===== src/rtl/store_merge_unit.sv =====
// -----------------------------------------------------------------------------
// store_merge_unit
//
// Performs a sub-word store as a read-modify-write against a 32-bit,
// word-addressed memory. The byte or halfword taken from the low end of WrData
// is inserted into the existing memory word. Lane order is big-endian, so byte
// offset 0 occupies bits [31:24]. Word stores skip the read and are written
// directly.
//
// Ports
//   Clk          in   system clock, rising edge
//   Rst_n        in   asynchronous active-low reset
//   Req          in   start one store (sampled only while idle)
//   Addr[31:0]   in   byte address of the store
//   WrData[31:0] in   store source (byte uses [7:0], half uses [15:0])
//   Size[1:0]    in   00 byte, 01 half, 10 word, 11 reserved
//   MemAddr      out  word-aligned memory address (0 while idle)
//   MemRead      out  read strobe; MemReadData is valid the following cycle
//   MemReadData  in   memory read word
//   MemWrite     out  single-cycle write strobe
//   MemWriteData out  merged word to write
//   ByteEn[3:0]  out  lanes replaced, bit 3 = bits [31:24]
//   Busy         out  high whenever not idle
//   Done         out  single-cycle pulse, coincident with MemWrite
//   MisalignErr  out  single-cycle pulse after a rejected request
// -----------------------------------------------------------------------------
module store_merge_unit (
   input  logic        Clk,
   input  logic        Rst_n,
   input  logic        Req,
   input  logic [31:0] Addr,
   input  logic [31:0] WrData,
   input  logic [1:0]  Size,
   output logic [31:0] MemAddr,
   output logic        MemRead,
   input  logic [31:0] MemReadData,
   output logic        MemWrite,
   output logic [31:0] MemWriteData,
   output logic [3:0]  ByteEn,
   output logic        Busy,
   output logic        Done,
   output logic        MisalignErr
);

   typedef enum logic [1:0] {
      ST_IDLE  = 2'd0,
      ST_READ  = 2'd1,
      ST_MERGE = 2'd2,
      ST_WRITE = 2'd3
   } state_t;

   state_t      r_state;
   state_t      w_next;
   logic        r_err;
   logic [29:0] r_waddr;
   logic [31:0] r_wdata;
   logic [3:0]  r_be;

   logic        w_legal;
   logic        w_accept;
   logic [3:0]  w_be;
   logic [31:0] w_ins;

   // Keep the enabled lanes from the insert word, all others from the old word.
   function automatic logic [31:0] f_merge(input logic [31:0] old_word,
                                           input logic [31:0] ins_word,
                                           input logic [3:0]  be);
      logic [31:0] res;
      for (int i = 0; i < 4; i++)
         res[8*i +: 8] = be[i] ? ins_word[8*i +: 8] : old_word[8*i +: 8];
      return res;
   endfunction

   // Request decode. The sub-word is replicated across every lane so that
   // ByteEn alone selects where it lands; no shifter is needed.
   always_comb begin
      w_legal = 1'b0;
      w_be    = 4'b0000;
      w_ins   = 32'h0;
      case (Size)
         2'b00: begin
            w_legal = 1'b1;
            w_be    = 4'b1000 >> Addr[1:0];
            w_ins   = {4{WrData[7:0]}};
         end
         2'b01: begin
            w_legal = ~Addr[0];
            w_be    = Addr[1] ? 4'b0011 : 4'b1100;
            w_ins   = {2{WrData[15:0]}};
         end
         2'b10: begin
            w_legal = (Addr[1:0] == 2'b00);
            w_be    = 4'b1111;
            w_ins   = WrData;
         end
         default: begin
            w_legal = 1'b0;
         end
      endcase
   end

   assign w_accept = (r_state == ST_IDLE) && Req && w_legal;

   always_comb begin
      w_next = r_state;
      case (r_state)
         ST_IDLE:  if (w_accept) w_next = (Size == 2'b10) ? ST_WRITE : ST_READ;
         ST_READ:  w_next = ST_MERGE;
         ST_MERGE: w_next = ST_WRITE;
         ST_WRITE: w_next = ST_IDLE;
         default:  w_next = ST_IDLE;
      endcase
   end

   // Control state: reset asynchronously so every strobe drops at once.
   always_ff @(posedge Clk or negedge Rst_n) begin
      if (!Rst_n) begin
         r_state <= ST_IDLE;
         r_err   <= 1'b0;
      end else begin
         r_state <= w_next;
         r_err   <= (r_state == ST_IDLE) && Req && !w_legal;
      end
   end

   // Datapath: not reset; every output derived from it is gated by state.
   always_ff @(posedge Clk) begin
      if (w_accept) begin
         r_waddr <= Addr[31:2];
         r_wdata <= w_ins;
         r_be    <= w_be;
      end else if (r_state == ST_MERGE) begin
         r_wdata <= f_merge(MemReadData, r_wdata, r_be);
      end
   end

   assign Busy         = (r_state != ST_IDLE);
   assign MemRead      = (r_state == ST_READ);
   assign MemWrite     = (r_state == ST_WRITE);
   assign Done         = (r_state == ST_WRITE);
   assign MisalignErr  = r_err;
   assign MemAddr      = Busy     ? {r_waddr, 2'b00} : 32'h0;
   assign MemWriteData = MemWrite ? r_wdata          : 32'h0;
   assign ByteEn       = MemWrite ? r_be             : 4'b0000;

endmodule


===== config.mk =====
export PLATFORM = sky130hd
export DESIGN_NAME = store_merge_unit
export DESIGN_NICKNAME = d
export VERILOG_FILES = /design/src/rtl/store_merge_unit.sv
export SDC_FILE = /design/constraint.sdc
export NUM_CORES = 1
export LEC_CHECK = 0
export CORE_MARGIN = 5
export CORE_UTILIZATION = 45
export CTS_CLUSTER_DIAMETER = 100
export DETAILED_ROUTE_END_ITERATION = 12
export PLACE_DENSITY = 0.93
export SLEW_MARGIN = 25
export SYNTH_ARGS = -nofsm -noshare
export SYNTH_HDL_FRONTEND = slang
export SYNTH_SLANG_ARGS = --single-unit
export TNS_END_PERCENT = 30

===== constraint.sdc =====
create_clock -name Clk -period 6.5 [get_ports Clk]
set_clock_uncertainty 0.2 [all_clocks]
set_input_delay 1.3 -clock Clk [delete_from_list [all_inputs] [get_ports Clk]]
set_output_delay 1.3 -clock Clk [all_outputs]
set_load 0.02 [all_outputs]

==> results.sh <==
export IMPL_crit_path_end_kind="register"
export IMPL_drv_slew=0
export IMPL_combinational_family_with_the_most_area_after_synthesis="multiplexers"
export IMPL_max_cap_violations=0
export IMPL_place_gp_congestion=0.877
export IMPL_post_cts_resize_count=0
export IMPL_final_period_utilization=0.657
export IMPL_post_cts_setup_buffer_count=0
export IMPL_crit_fanout=21
export IMPL_unrepaired_setup_endpoints_after_global_routing="false"
export IMPL_vdd_ir_drop_max_v=0.000179
export IMPL_synth_fa_ha_area_frac=0.0171
export IMPL_grt_start_max_net_pins=39
export IMPL_floorplan_initialDensity=0.468
export IMPL_wire_length_of_the_first_global_routing_pass_um=15000
export IMPL_holdBufCountCts=0
export IMPL_detail_route_wirelength_um=10300
export IMPL_max_freq_mhz=234
export IMPL_die_area_um2=10000
export IMPL_routedWlPerCell_um=18.9
export IMPL_antenna_diode_count=0
export IMPL_post_synth_inst_count=276
export IMPL_final_design_utilization=0.717
export IMPL_vias_per_cell=5.10
export IMPL_syn_area_um2=3650
export IMPL_clock_insertion_delay_worst_skew_ps=330
export IMPL_tightestPinTransition_ps=979
export IMPL_synth_avg_cell_area_um2=13.2
export IMPL_slack_of_the_critical_path_ps=2230
export IMPL_period_minus_slack_ps=4270
export IMPL_fin_setup_tns_ps=0
export IMPL_detail_route_first_pass_iterations=4
export IMPL_final_layout_size_suffix_gt1_frac=0.106
export IMPL_leakage_nw=2.15
export IMPL_synthMuxAreaShare=0.149
export IMPL_first_iter_violations=93
export IMPL_die_width_um=100
export IMPL_hold_crit_class="register to register"
export IMPL_cts_buffers_inserted=9
export IMPL_ys_seq_elements=69
export IMPL_cp_required_ps=6270
export IMPL_antenna_found_initial=0
export IMPL_globalRoute_totalOverflow=0
export IMPL_cts_max_path_buffers=2
export IMPL_timing_worst_setup_path_type="primary input to register"
export IMPL_synth_sequential_area_ratio=0.563
export IMPL_floorplan_rows=32
export IMPL_setup_viol=0
export IMPL_synth_compound_area_share=0.0737
export IMPL_io_buffer_count=171
export IMPL_antenna_left=0
export IMPL_via_count=2787
export IMPL_status="finished clean"
export IMPL_die_height_um=100
export IMPL_layout_nets=545
export IMPL_startpoint_type="primary input"
export IMPL_fill_cells=540
export IMPL_syn_to_final_growth_pct=53.3
export IMPL_p_per_area_nw_per_um2=331
export IMPL_pre_cts_slack_ps=1830
export IMPL_worst_ep_arrival_time_ps=4030
export IMPL_clock_sinks=69
export IMPL_yosys_area_share_simple=0.138
export IMPL_first_global_vias=2906
export IMPL_tritoncts="done"
export IMPL_grt_util_all_layers=0.201
export IMPL_synth_cell_types=27
export IMPL_max_slew_margin=0.344
export IMPL_post_synth_xor_area_fraction=0
export IMPL_drcViolationCount=0
export IMPL_maximum_level_of_the_cts_h_tree=3
export IMPL_floorplan_core_area_um2=7810
export IMPL_final_hold_worst_slack_ps=462
export IMPL_final_hold_viol_count=0
export IMPL_floorplan_io_pins=174
export IMPL_detailed_place_hpwl_um=8090
export IMPL_root_buffer_selected_by_cts="sky130_fd_sc_hd__clkbuf_8"
export IMPL_yosysWarningCount=0
export IMPL_worst_r2r_setup_slack_ps=3590
export IMPL_cts_clk_slew_worst_paths_ps=70
path summary, 6_finish.rpt:
kind	start	endpoint	cells past startpoint
min reg2reg	r_state[1]$_DFFE_PN0P_	r_state[1]$_DFFE_PN0P_	2
max in group asynchronous	Rst_n	r_state[0]$_DFFE_PN0P_	1
min in group asynchronous	Rst_n	r_state[1]$_DFFE_PN0P_	1
min	r_state[1]$_DFFE_PN0P_	r_state[1]$_DFFE_PN0P_	2
max reg2reg	r_state[0]$_DFFE_PN0P_	r_wdata[19]$_DFFE_PP_	6
max	Size[0]	r_wdata[31]$_DFFE_PP_	5
metal layers:
layer	track usage	vias up	wire length, um
met2	0.345	180	4930
met5	0	-	0
met3	0.0771	17	1210
li1	-	1302	-
met4	0.0767	0	252
met1	0.227	1288	3960
final cells by class:
| cell class | instances | area (um^2) | area share |
|---|---|---|---|
| timing repair buffer | 173 | 1730 | 0.309 |
| tap | 102 | 128 | 0.0228 |
| clock inverter | 7 | 104 | 0.0186 |
| multi-input combinational | 172 | 1400 | 0.251 |
| sequential | 69 | 2060 | 0.368 |
| inverter | 14 | 52.6 | 0.00939 |
| clock buffer | 9 | 124 | 0.0221 |
metrics by stage:
stage / instance area [um^2] / std cells / total power, mW
2_1_floorplan: 3650 / 277 / 1.08
3_3_place_gp: 5370 / 530 / 1.45
3_5_place_dp: 5370 / 530 / 1.47
4_1_cts: 5590 / 546 / 1.87
5_1_grt: 5600 / 546 / 1.94
6_report: 5600 / 546 / 1.85
layout by cell type (no fill, tap or decap):
cell type                         count
sky130_fd_sc_hd__a21oi_1             12
sky130_fd_sc_hd__a21oi_4              1
sky130_fd_sc_hd__a221o_1              1
sky130_fd_sc_hd__and2_1              36
sky130_fd_sc_hd__buf_4                2
sky130_fd_sc_hd__bufinv_16            2
sky130_fd_sc_hd__clkbuf_8             9
sky130_fd_sc_hd__clkdlybuf4s50_1    171
sky130_fd_sc_hd__clkinv_4             2
sky130_fd_sc_hd__conb_1               2
sky130_fd_sc_hd__dfrtp_1              3
sky130_fd_sc_hd__edfxtp_1            66
sky130_fd_sc_hd__ha_1                 4
sky130_fd_sc_hd__ha_2                 1
sky130_fd_sc_hd__inv_1               13
sky130_fd_sc_hd__inv_2                1
sky130_fd_sc_hd__inv_6                3
sky130_fd_sc_hd__mux2_2               7
sky130_fd_sc_hd__mux2_4              17
sky130_fd_sc_hd__mux2i_1             21
sky130_fd_sc_hd__nand2_1              1
sky130_fd_sc_hd__nor2_1               2
sky130_fd_sc_hd__nor2b_1             39
sky130_fd_sc_hd__nor2b_2              1
sky130_fd_sc_hd__nor3_1               2
sky130_fd_sc_hd__o21ai_0              4
sky130_fd_sc_hd__o21ai_1              3
sky130_fd_sc_hd__o21bai_4             1
sky130_fd_sc_hd__o2bb2ai_1           16
sky130_fd_sc_hd__or2b_1               1
cells in the mapped netlist:
cell type	n	area, um^2
sky130_fd_sc_hd__nor2_1	2	7.51
sky130_fd_sc_hd__buf_2	3	15.0
sky130_fd_sc_hd__conb_1	1	3.75
sky130_fd_sc_hd__nand2_1	1	3.75
sky130_fd_sc_hd__a21oi_4	1	16.3
sky130_fd_sc_hd__mux2_4	17	255
sky130_fd_sc_hd__nor3_1	2	10.0
sky130_fd_sc_hd__or2b_1	1	7.51
sky130_fd_sc_hd__o21ai_0	7	35.0
sky130_fd_sc_hd__a21oi_1	12	60.1
sky130_fd_sc_hd__inv_1	14	52.6
sky130_fd_sc_hd__mux2_2	7	78.8
sky130_fd_sc_hd__mux2i_1	21	210
sky130_fd_sc_hd__o2bb2ai_1	16	140
sky130_fd_sc_hd__clkbuf_1	8	30.0
sky130_fd_sc_hd__buf_6	3	33.8
sky130_fd_sc_hd__a221o_1	1	10.0
sky130_fd_sc_hd__o21bai_1	1	7.51
sky130_fd_sc_hd__clkbuf_2	1	5.00
sky130_fd_sc_hd__edfxtp_1	66	1980
sky130_fd_sc_hd__buf_4	4	30.0
sky130_fd_sc_hd__and2_1	36	225
sky130_fd_sc_hd__nor2b_1	40	250
sky130_fd_sc_hd__ha_1	5	62.6
sky130_fd_sc_hd__buf_12	2	40.0
sky130_fd_sc_hd__buf_1	1	3.75
sky130_fd_sc_hd__dfrtp_1	3	75.1
cells by family after synthesis:
logic type                 count (synthesis)
AOI/OAI and AO/OA                         38
adders and majority gates                  5
buffers and inverters                     36
DFF                                       69
muxes                                     45
other                                      1
and+or+nand+nor                           82
where the power goes:
group	internal, mW	total (mW)	switching [mW]
clock	0.221	0.395	0.173
combinational	0.401	0.849	0.448
sequential	0.587	0.608	0.0205
total	1.21	1.85	0.642
critical path: stages:
cell and delay (ps):
sky130_fd_sc_hd__clkdlybuf4s50_1 1080, sky130_fd_sc_hd__nor3_1 230, sky130_fd_sc_hd__o21bai_4 540, sky130_fd_sc_hd__buf_4 430, sky130_fd_sc_hd__o21ai_0 440
sequential cells by signal (all words and copies together) (netlist names):
| signal | flops |
|---|---|
| MisalignErr | 1 |
| r_be | 4 |
| r_wdata | 32 |
| r_state | 2 |
| r_waddr | 30 |
(Power assumes the default switching activity.)
